### src/rtl/fifo_pkg.sv
// Shared definitions for the synchronous FIFO: read-mode constants, the dout
// source select used by the top level, and a constant-foldable clog2.
package fifo_pkg;

  localparam int FIFO_STD  = 0;
  localparam int FIFO_FWFT = 1;

  typedef enum logic [1:0] {
    DOUT_ZERO,
    DOUT_MEM,
    DOUT_BYPASS
  } dout_sel_t;

  function automatic int clog2(input int value);
    int r;
    int v;
    r = 0;
    v = value - 1;
    while (v > 0) begin
      r++;
      v = v >> 1;
    end
    return r;
  endfunction

endpackage

### src/rtl/fifo_mem.sv
// Simple dual-port storage array with registered read; contents are never
// reset, so it maps onto block RAM.
module fifo_mem
  import fifo_pkg::*;
#(
  parameter int DEPTH      = 16,
  parameter int DATA_WIDTH = 8,
  localparam int AW        = clog2(DEPTH)
) (
  input  logic                  clk,
  input  logic                  wr_en,
  input  logic [AW-1:0]         wr_addr,
  input  logic [DATA_WIDTH-1:0] wr_data,
  input  logic                  rd_en,
  input  logic [AW-1:0]         rd_addr,
  output logic [DATA_WIDTH-1:0] rd_data
);

  logic [DATA_WIDTH-1:0] mem_array [DEPTH];

  always_ff @(posedge clk) begin
    if (wr_en) mem_array[wr_addr] <= wr_data;
    if (rd_en) rd_data <= mem_array[rd_addr];
  end

endmodule

### src/rtl/sync_fifo_flags.sv
// Single-clock FIFO with registered occupancy flags, programmable almost
// thresholds, overflow/underflow pulses and optional first-word-fall-through.
module sync_fifo_flags
  import fifo_pkg::*;
#(
  parameter int DEPTH      = 16,
  parameter int DATA_WIDTH = 8,
  parameter int AF_LEVEL   = DEPTH - 2,
  parameter int AE_LEVEL   = 2,
  parameter int FWFT       = FIFO_STD,
  localparam int PTR_SIZE  = clog2(DEPTH) + 1
) (
  input  logic                  clk,
  input  logic                  rst,
  input  logic                  wr_en,
  input  logic [DATA_WIDTH-1:0] din,
  input  logic                  rd_en,
  output logic [DATA_WIDTH-1:0] dout,
  output logic                  full,
  output logic                  empty,
  output logic                  almost_full,
  output logic                  almost_empty,
  output logic [PTR_SIZE-1:0]   count,
  output logic                  overflow,
  output logic                  underflow
);

  localparam int AW = PTR_SIZE - 1;

  logic [PTR_SIZE-1:0]   wr_ptr_reg, rd_ptr_reg, count_reg;
  logic [PTR_SIZE-1:0]   wr_ptr_next, rd_ptr_next, count_next;
  logic                  full_reg, empty_reg, af_reg, ae_reg, ovf_reg, udf_reg;
  logic                  full_next, empty_next;
  logic                  wr_accept, rd_accept, bypass_hit, mem_rd_en;
  logic [AW-1:0]         mem_rd_addr;
  logic [DATA_WIDTH-1:0] mem_rd_data, bypass_reg;
  dout_sel_t             sel_reg, sel_next;

  fifo_mem #(
    .DEPTH      (DEPTH),
    .DATA_WIDTH (DATA_WIDTH)
  ) u_mem (
    .clk     (clk),
    .wr_en   (wr_accept),
    .wr_addr (wr_ptr_reg[AW-1:0]),
    .wr_data (din),
    .rd_en   (mem_rd_en),
    .rd_addr (mem_rd_addr),
    .rd_data (mem_rd_data)
  );

  always_comb begin
    wr_accept   = wr_en && !full_reg;
    rd_accept   = rd_en && !empty_reg;
    wr_ptr_next = wr_ptr_reg + PTR_SIZE'(wr_accept);
    rd_ptr_next = rd_ptr_reg + PTR_SIZE'(rd_accept);
    count_next  = count_reg + PTR_SIZE'(wr_accept) - PTR_SIZE'(rd_accept);
    full_next   = (wr_ptr_next[AW] != rd_ptr_next[AW]) &&
                  (wr_ptr_next[AW-1:0] == rd_ptr_next[AW-1:0]);
    empty_next  = (wr_ptr_next == rd_ptr_next);
    bypass_hit  = 1'b0;
    sel_next    = sel_reg;
    if (FWFT == FIFO_FWFT) begin
      // Prefetch the head for the next cycle; a word written into the slot
      // about to become the head is not in the array yet, so forward din.
      mem_rd_en   = 1'b1;
      mem_rd_addr = rd_ptr_next[AW-1:0];
      bypass_hit  = wr_accept && (wr_ptr_reg[AW-1:0] == rd_ptr_next[AW-1:0]);
      if (bypass_hit)
        sel_next = DOUT_BYPASS;
      else if (sel_reg == DOUT_ZERO && empty_next)
        sel_next = DOUT_ZERO;
      else
        sel_next = DOUT_MEM;
    end else begin
      mem_rd_en   = rd_accept;
      mem_rd_addr = rd_ptr_reg[AW-1:0];
      if (rd_accept) sel_next = DOUT_MEM;
    end
  end

  always_ff @(posedge clk or posedge rst) begin
    if (rst) begin
      wr_ptr_reg <= '0;
      rd_ptr_reg <= '0;
      count_reg  <= '0;
      full_reg   <= 1'b0;
      empty_reg  <= 1'b1;
      af_reg     <= 1'b0;
      ae_reg     <= 1'b1;
      ovf_reg    <= 1'b0;
      udf_reg    <= 1'b0;
      sel_reg    <= DOUT_ZERO;
      bypass_reg <= '0;
    end else begin
      wr_ptr_reg <= wr_ptr_next;
      rd_ptr_reg <= rd_ptr_next;
      count_reg  <= count_next;
      full_reg   <= full_next;
      empty_reg  <= empty_next;
      af_reg     <= (count_next >= PTR_SIZE'(AF_LEVEL));
      ae_reg     <= (count_next <= PTR_SIZE'(AE_LEVEL));
      ovf_reg    <= wr_en && full_reg;
      udf_reg    <= rd_en && empty_reg;
      sel_reg    <= sel_next;
      if (bypass_hit) bypass_reg <= din;
    end
  end

  always_comb begin
    case (sel_reg)
      DOUT_MEM:    dout = mem_rd_data;
      DOUT_BYPASS: dout = bypass_reg;
      default:     dout = '0;
    endcase
  end

  assign full         = full_reg;
  assign empty        = empty_reg;
  assign almost_full  = af_reg;
  assign almost_empty = ae_reg;
  assign count        = count_reg;
  assign overflow     = ovf_reg;
  assign underflow    = udf_reg;

endmodule

### config.mk
export PLATFORM = sky130hd
export DESIGN_NAME = sync_fifo_flags
export DESIGN_NICKNAME = d
export VERILOG_FILES = /design/src/rtl/fifo_pkg.sv /design/src/rtl/fifo_mem.sv /design/src/rtl/sync_fifo_flags.sv
export SDC_FILE = /design/constraint.sdc
export NUM_CORES = 1
export LEC_CHECK = 0
export ABC_AREA = 1
export CORE_MARGIN = 3
export CORE_UTILIZATION = 55
export CTS_CLUSTER_SIZE = 40
export DETAILED_ROUTE_END_ITERATION = 7
export MAX_ROUTING_LAYER = met4
export PLACE_DENSITY_LB_ADDON = 0.2
export SKIP_LAST_GASP = 1
export SYNTH_ARGS = -nofsm -noshare
export SYNTH_HDL_FRONTEND = slang
export SYNTH_HIERARCHICAL = 1
export SYNTH_SLANG_ARGS = --single-unit
### constraint.sdc
create_clock -name clk -period 2.32 [get_ports clk]
set_input_delay 0.232 -clock clk [delete_from_list [all_inputs] [get_ports clk]]
set_output_delay 0.232 -clock clk [all_outputs]
set_load 0.005 [all_outputs]
==> results.sh, run 1 <==
export IMPL_status="completed"
export IMPL_worstPathArrival_ns=2.53
export IMPL_area_growth_syn_to_layout_pct=17.0
export IMPL_rsz0062_at_grt="false"
export IMPL_p_clk_share_pct=27.2
export IMPL_cp_required_ns=2.68
export IMPL_cpMostUsedCell="nand2_1"
export IMPL_cp_cell_sequence="nor2_2 > o21ai_0 > nand2_1 > ha_1 > fa_1 > nand3_1 > nand2_1 > nand2_1 > nand2_1 > inv_1 > nand2_1 > nor2_1"
export IMPL_design_core_area_um2=12300
export IMPL_post_route_min_period_ns=2.18
export IMPL_crit_slowest_cell="dfstp_2"
export IMPL_ys_warn_count=6
export IMPL_clk_pin_slew_ns=0.06
export IMPL_grt_util_all_layers_pct=23.5
export IMPL_p_sw_mw=3.81
export IMPL_drive_gt1_share_pct=8.70
export IMPL_wire_per_inst_um=16.4
export IMPL_post_place_ws_ns=-0.111
export IMPL_max_stage_delay_ns=0.56
export IMPL_largest_register="u_mem/mem_array"
export IMPL_drt_iter0_markers=344
export IMPL_top_regs="u_mem/mem_array: 128 flops, u_mem/rd_data: 8 flops"
export IMPL_clk_latency_ns=0.43
export IMPL_fin_hold_ws_ns=0.288
export IMPL_setup_viol=0
export IMPL_crit_buf_inv=1
export IMPL_slew_headroom_pct=42.4
export IMPL_setup_slack_ns=0.144
export IMPL_drc=0
export IMPL_cts_root_buffer="clkbuf_16"
export IMPL_routabilityCongestion=0.884
export IMPL_dp_hpwl_um=9470
export IMPL_ios=31
export IMPL_io_buffer_count=30
export IMPL_fill_cells=935
export IMPL_cp_max_fo=4
export IMPL_start_util_pct=57.6
export IMPL_cts_tree="built"
export IMPL_ant_nets=0
export IMPL_peakVddDrop_uv=623
export IMPL_start_kind="register"
export IMPL_cp_end_kind="register"
export IMPL_ys_seq_area_share_pct=65.6
export IMPL_grt_overflow=0
export IMPL_cts_max_level=4
export IMPL_fp_dieArea_um2=14200
export IMPL_switching_share_pct=35.3
export IMPL_p_leak_nw=3.69
export IMPL_grt_first_pass_wirelength_um=24500
export IMPL_clk_path_buf_depth=2
export IMPL_via_per_inst=5.12
export IMPL_combPwrFrac_pct=36.2
export IMPL_dr_pass1_iters=5
export IMPL_power_frac_seq_pct=36.6
export IMPL_final_nets=766
export IMPL_clock_sinks=158
export IMPL_synth_cells=695
export IMPL_grt_pass1_vias=4627
export IMPL_ys_types=28
export IMPL_max_cap_viol_count=0
export IMPL_path_class="register to register"
export IMPL_clock_skew_final_ns=0.00963
export IMPL_die_h_um=119
export IMPL_cts_hold_buffers=0
export IMPL_antenna_found_initial=0
export IMPL_die_x_um=119
export IMPL_hold_viol_final=0
export IMPL_vias=4743
export IMPL_routed_wirelength_um=15200
export IMPL_tightest_slew_ns=0.863
export IMPL_min_period_over_period_pct=93.8
export IMPL_largest_reg_flops=128
export IMPL_fmax_mhz=459
export IMPL_syn_avg_cell_area_um2=10.2
export IMPL_num_rows=40
export IMPL_synth_fp_nets=715
export IMPL_synth_seq_cells=158
export IMPL_numCtsBuffers=17
export IMPL_internal_power_mw=6.99
export IMPL_powerDensity_nw_per_um2=1310
export IMPL_grt_max_degree=66
export IMPL_hold_class="input pin to asynchronous set/reset pin"
export IMPL_n_antenna_cell=0
export IMPL_netlist_area_um2=7070
export IMPL_critPathTopFamily="adder cells"
export IMPL_finalMaxSlewViolations=0
## worst register-to-register path: cells and delay by family (launching register included)
family,cells,cell delay (ns)
AO/OA/AOI/OAI,1,0.15
adder cells (fa/ha/maj),2,0.67
buffers and inverters,1,0.09
AND/OR/NAND/NOR,8,0.64
flip-flops,1,0.56
## routing by layer
layer	track usage, %	share of wire [%]
met2	36.6	50
met5	-	0
met3	4.99	6.1
met1	30.5	41
met4	8.95	2.5
## final timing paths
path | depth (start not counted) | slack, ns | end | start
max | 12 | 0.14 | almost_empty$_DFF_PP1_ | empty$_DFF_PP1_
min | 2 | 0.29 | almost_full$_DFF_PP0_ | rst
max reg2reg | 12 | 0.14 | almost_empty$_DFF_PP1_ | empty$_DFF_PP1_
min reg2reg | 2 | 0.52 | underflow$_DFF_PP0_ | empty$_DFF_PP1_
max in group asynchronous | 2 | 1.44 | rd_ptr_reg[0]$_DFF_PP0_ | rst
min in group clk | 3 | 0.38 | overflow$_DFF_PP0_ | wr_en
## metrics by stage
stage / instances / cell area [um^2] / utilization (%) / power (mW) / TNS [ns]
global placement: 895 / 7640 / 62.3 / 7.70 / -0.0621
floorplan: 695 / 7070 / - / 6.59 / 0
CTS: 927 / 8260 / 67.4 / 10.8 / 0
global route: 927 / 8270 / 67.4 / 11.5 / 0
finish: 927 / 8270 / 67.4 / 10.8 / 0
detailed placement: 895 / 7640 / 62.3 / 7.83 / -0.205
## kinds of logic (layout without fill, tap and decap cells)
kind of cell | after synthesis | in the layout | synth area share [%]
buf+inv | 157 | 221 | 9.42
simple gates | 361 | 361 | 21.8
flops | 158 | 158 | 65.6
compound gates | 4 | 4 | 0.283
fa+ha+maj | 8 | 8 | 1.52
xor+xnor | 7 | 7 | 1.40
## power groups by stage
stage                     sequential [mW]  clock [mW]  combinational, mW
final                                3.95        2.94               3.90
after global routing                 4.00        3.10               4.36
after CTS                            3.95        2.98               3.89
after detailed placement             4.00           0               3.83
after global placement               3.98           0               3.72
after floorplan                      3.92           0               2.67
## placed cells by master (no fill, tap or decap), types with 3 or more instances in the layout
cell type          n
nand2_1          215
bufinv_16          5
xnor2_1            4
dfrtp_1           19
edfxtp_1         136
clkbuf_16         17
clkinvlp_4         3
nand3_1          106
nand4_1            3
buf_4             25
nand3b_1           3
inv_1            130
ha_1               7
nor2_1            27
clkinv_1           4
clkdlybuf4s50_1   30
## cell usage after synthesis
cell type	n	share of area (%)
a21oi_1	3	0.21
and2_1	2	0.18
buf_1	1	0.053
buf_2	13	0.92
buf_4	4	0.42
buf_6	6	0.96
clkbuf_1	1	0.053
dfrtp_1	20	7.1
dfstp_2	2	0.74
edfxtp_1	136	58
fa_1	1	0.28
ha_1	7	1.2
inv_1	130	6.9
inv_2	2	0.11
nand2_1	215	11
nand3_1	106	7.5
nand3_2	1	0.14
nand3_4	1	0.25
nand3b_1	3	0.32
nand4_1	3	0.27
nor2_1	27	1.4
nor2_2	1	0.089
o21ai_0	1	0.071
or2_1	1	0.089
or2_2	1	0.089
xnor2_1	4	0.50
xnor2_4	2	0.78
xor2_1	1	0.12
## timing repair
item / 4_1_cts / 5_1_grt
buffers inserted: 0 / 0
resized for setup: 0 / 1
setup endpoints to repair: 0 / 1
## area by class of cell
| cell class | count | area, um^2 | area share [%] |
|---|---|---|---|
| well taps | 168 | 210 | 2.54 |
| flip-flops and latches | 158 | 4640 | 56.1 |
| repair buffers | 57 | 528 | 6.39 |
| inverters | 132 | 495 | 5.99 |
| clock buffers | 18 | 429 | 5.19 |
| clock inverters | 14 | 198 | 2.39 |
| multi-input cells | 380 | 1770 | 21.4 |
(Power assumes the default switching activity.)
==> run 2, diff against run 1 <==
Settings changed: SKIP_LAST_GASP 1 to not set.
==> results of run 2 <==
The final DEF is identical to that of run 1; final timing and power are the same.
==> run 3, diff against run 2 <==
Settings changed: CELL_PAD_IN_SITES_DETAIL_PLACEMENT set to 2, CELL_PAD_IN_SITES_GLOBAL_PLACEMENT set to 2, CORE_UTILIZATION 55 to 40.
==> run 3 against run 2 <==
Hold slack worse by 0.095 ns. Register-to-register slack improved by 0.10 ns. Sequential power barely moved. Via count increased by 7.1%. Final area is 1.2% higher. Power grew 2.9%. Count of clock-buffer cells in the layout grew 4.
==> results.sh, run 3 (synthesis results as in run 1) <==
export IMPL_status="completed"
export IMPL_r2r_end="almost_empty$_DFF_PP1_"
export IMPL_drc=0
export IMPL_clk_latency_ns=0.43
export IMPL_numCtsBuffers=17
export IMPL_start_kind="register"
export IMPL_critPathTopFamily="adder cells"
export IMPL_cpMostUsedCell="nand2_1"
export IMPL_tightest_slew_ns=0.783
export IMPL_grt_pass1_vias=5811
export IMPL_hold_class="input pin to asynchronous set/reset pin"
export IMPL_min_period_over_period_pct=89.4
export IMPL_fmax_mhz=482
export IMPL_grt_first_pass_wirelength_um=33400
export IMPL_largest_reg_flops=128
export IMPL_largest_register="u_mem/mem_array"
export IMPL_r2r_worst_path_cells=10
export IMPL_vias=5080
export IMPL_die_h_um=139
export IMPL_cp_end_kind="register"
export IMPL_drt_iter0_markers=408
export IMPL_finalMaxSlewViolations=0
export IMPL_fp_dieArea_um2=19300
export IMPL_grt_overflow=0
export IMPL_clock_sinks=158
export IMPL_via_per_inst=5.14
export IMPL_setup_slack_ns=0.245
export IMPL_num_rows=47
export IMPL_reg2reg_from="empty$_DFF_PP1_"
export IMPL_cp_required_ns=2.70
export IMPL_cts_max_level=4
export IMPL_clk_pin_slew_ns=0.07
export IMPL_grt_max_degree=66
export IMPL_clock_skew_final_ns=0.00579
export IMPL_area_growth_syn_to_layout_pct=18.3
export IMPL_final_cell_mix="nand2_1, edfxtp_1, inv_1"
export IMPL_antenna_found_initial=0
export IMPL_r2r_slack_ns=0.24
export IMPL_routed_wirelength_um=21300
export IMPL_post_place_ws_ns=-0.262
export IMPL_max_cap_viol_count=0
export IMPL_slew_headroom_pct=47.6
export IMPL_n_antenna_cell=0
export IMPL_ios=31
export IMPL_cts_tree="built"
export IMPL_peakVddDrop_uv=596
export IMPL_path_class="register to register"
export IMPL_dr_pass1_iters=5
export IMPL_routabilityCongestion=0.808
export IMPL_clk_path_buf_depth=2
export IMPL_crit_buf_inv=1
export IMPL_wire_per_inst_um=21.6
export IMPL_finalSetupTns_ns=0
export IMPL_crit_slowest_cell="dfstp_2"
export IMPL_cp_max_fo=4
export IMPL_max_stage_delay_ns=0.57
export IMPL_design_core_area_um2=16900
export IMPL_worstPathArrival_ns=2.45
export IMPL_ant_nets=0
export IMPL_post_route_min_period_ns=2.08
export IMPL_cp_cell_sequence="nor2_2 > o21ai_0 > nand2_1 > ha_1 > fa_2 > xnor2_1 > inv_1 > a21oi_1 > nand2_1 > nor2_1"
export IMPL_start_util_pct=41.7
export IMPL_rsz0062_at_grt="false"
export IMPL_cts_root_buffer="clkbuf_16"
export IMPL_grt_util_all_layers_pct=23.5
export IMPL_layout_commonest_cell="nand2_1"
export IMPL_io_buffer_count=30
export IMPL_top_regs="u_mem/mem_array: 128 flops, u_mem/rd_data: 8 flops"
export IMPL_final_nets=775
export IMPL_drive_gt1_share_pct=10.4
export IMPL_die_x_um=139
export IMPL_powerDensity_nw_per_um2=1330
export IMPL_setup_viol=0
export IMPL_p_leak_nw=3.72
export IMPL_dp_hpwl_um=14000
export IMPL_hold_viol_final=0
## run 3: changes by cell type in the layout (fill, tap and decap cells not counted), moves of 3 or more
| cell | before | now |
|---|---|---|
| buf_4 | 25 | 32 |
| bufinv_16 | 5 | 0 |
| clkinv_1 | 4 | 0 |
| inv_4 | 0 | 3 |
## run 3: metal layers
layer	track usage, %	routed length, um
met5	-	0
met2	40.0	11100
met3	3.72	729
met4	8.19	449
met1	28.6	9070
## run 3: final cells by class
cell class	instances	area, um^2
clock inverters	10	76.3
clock buffers	22	485
flip-flops and latches	158	4640
inverters	132	495
repair buffers	66	621
fillers	1735	8570
well taps	220	275
multi-input cells	380	1770
## run 3: worst max-delay path by stage
stage                               start                      to  slack, ns  cells past startpoint
after global routing      empty$_DFF_PP1_  almost_empty$_DFF_PP1_       0.02                     10
final                     empty$_DFF_PP1_  almost_empty$_DFF_PP1_       0.24                     10
after detailed placement            wr_en  almost_empty$_DFF_PP1_      -0.26                     11
after CTS                 empty$_DFF_PP1_  almost_empty$_DFF_PP1_       0.12                     10
after global placement              wr_en  almost_empty$_DFF_PP1_      -0.03                     13
after floorplan           empty$_DFF_PP1_  almost_empty$_DFF_PP1_       0.28                     10
## run 3: worst reg2reg max path, cell delays in order, from the launching register on
cell and delay, ns:
dfstp_2 0.57, nor2_2 0.06, o21ai_0 0.11, nand2_1 0.09, ha_1 0.24, fa_2 0.40, xnor2_1 0.18, inv_1 0.09
a21oi_1 0.13, nand2_1 0.07, nor2_1 0.08
## run 3: what timing repair did
item                       4_1_cts  5_1_grt
hold buffers                     0        0
setup endpoints to repair        0        2
hold endpoints to repair         0        0
buffers inserted                 0        0
resized for setup                0        3
## run 3: report_power, final
part	switching, mW	internal, mW	total (mW)
Combinational	2.85	1.59	4.44
Clock	1.19	1.50	2.69
Sequential	0.335	3.64	3.98
## run 3: per-stage QoR
step / cells / instance area (um^2) / util (%) / total power [mW] / hold WS [ns]
final: 988 / 8360 / 49.4 / 11.1 / 0.192
after global routing: 988 / 8360 / 49.4 / 11.8 / 0.251
after CTS: 988 / 8360 / 49.3 / 11.2 / 0.177
after detailed placement: 956 / 7790 / 46.0 / 8.40 / 0.527
after global placement: 956 / 7790 / 46.0 / 8.09 / 0.506
after floorplan: 695 / 7070 / - / 6.59 / 0.220
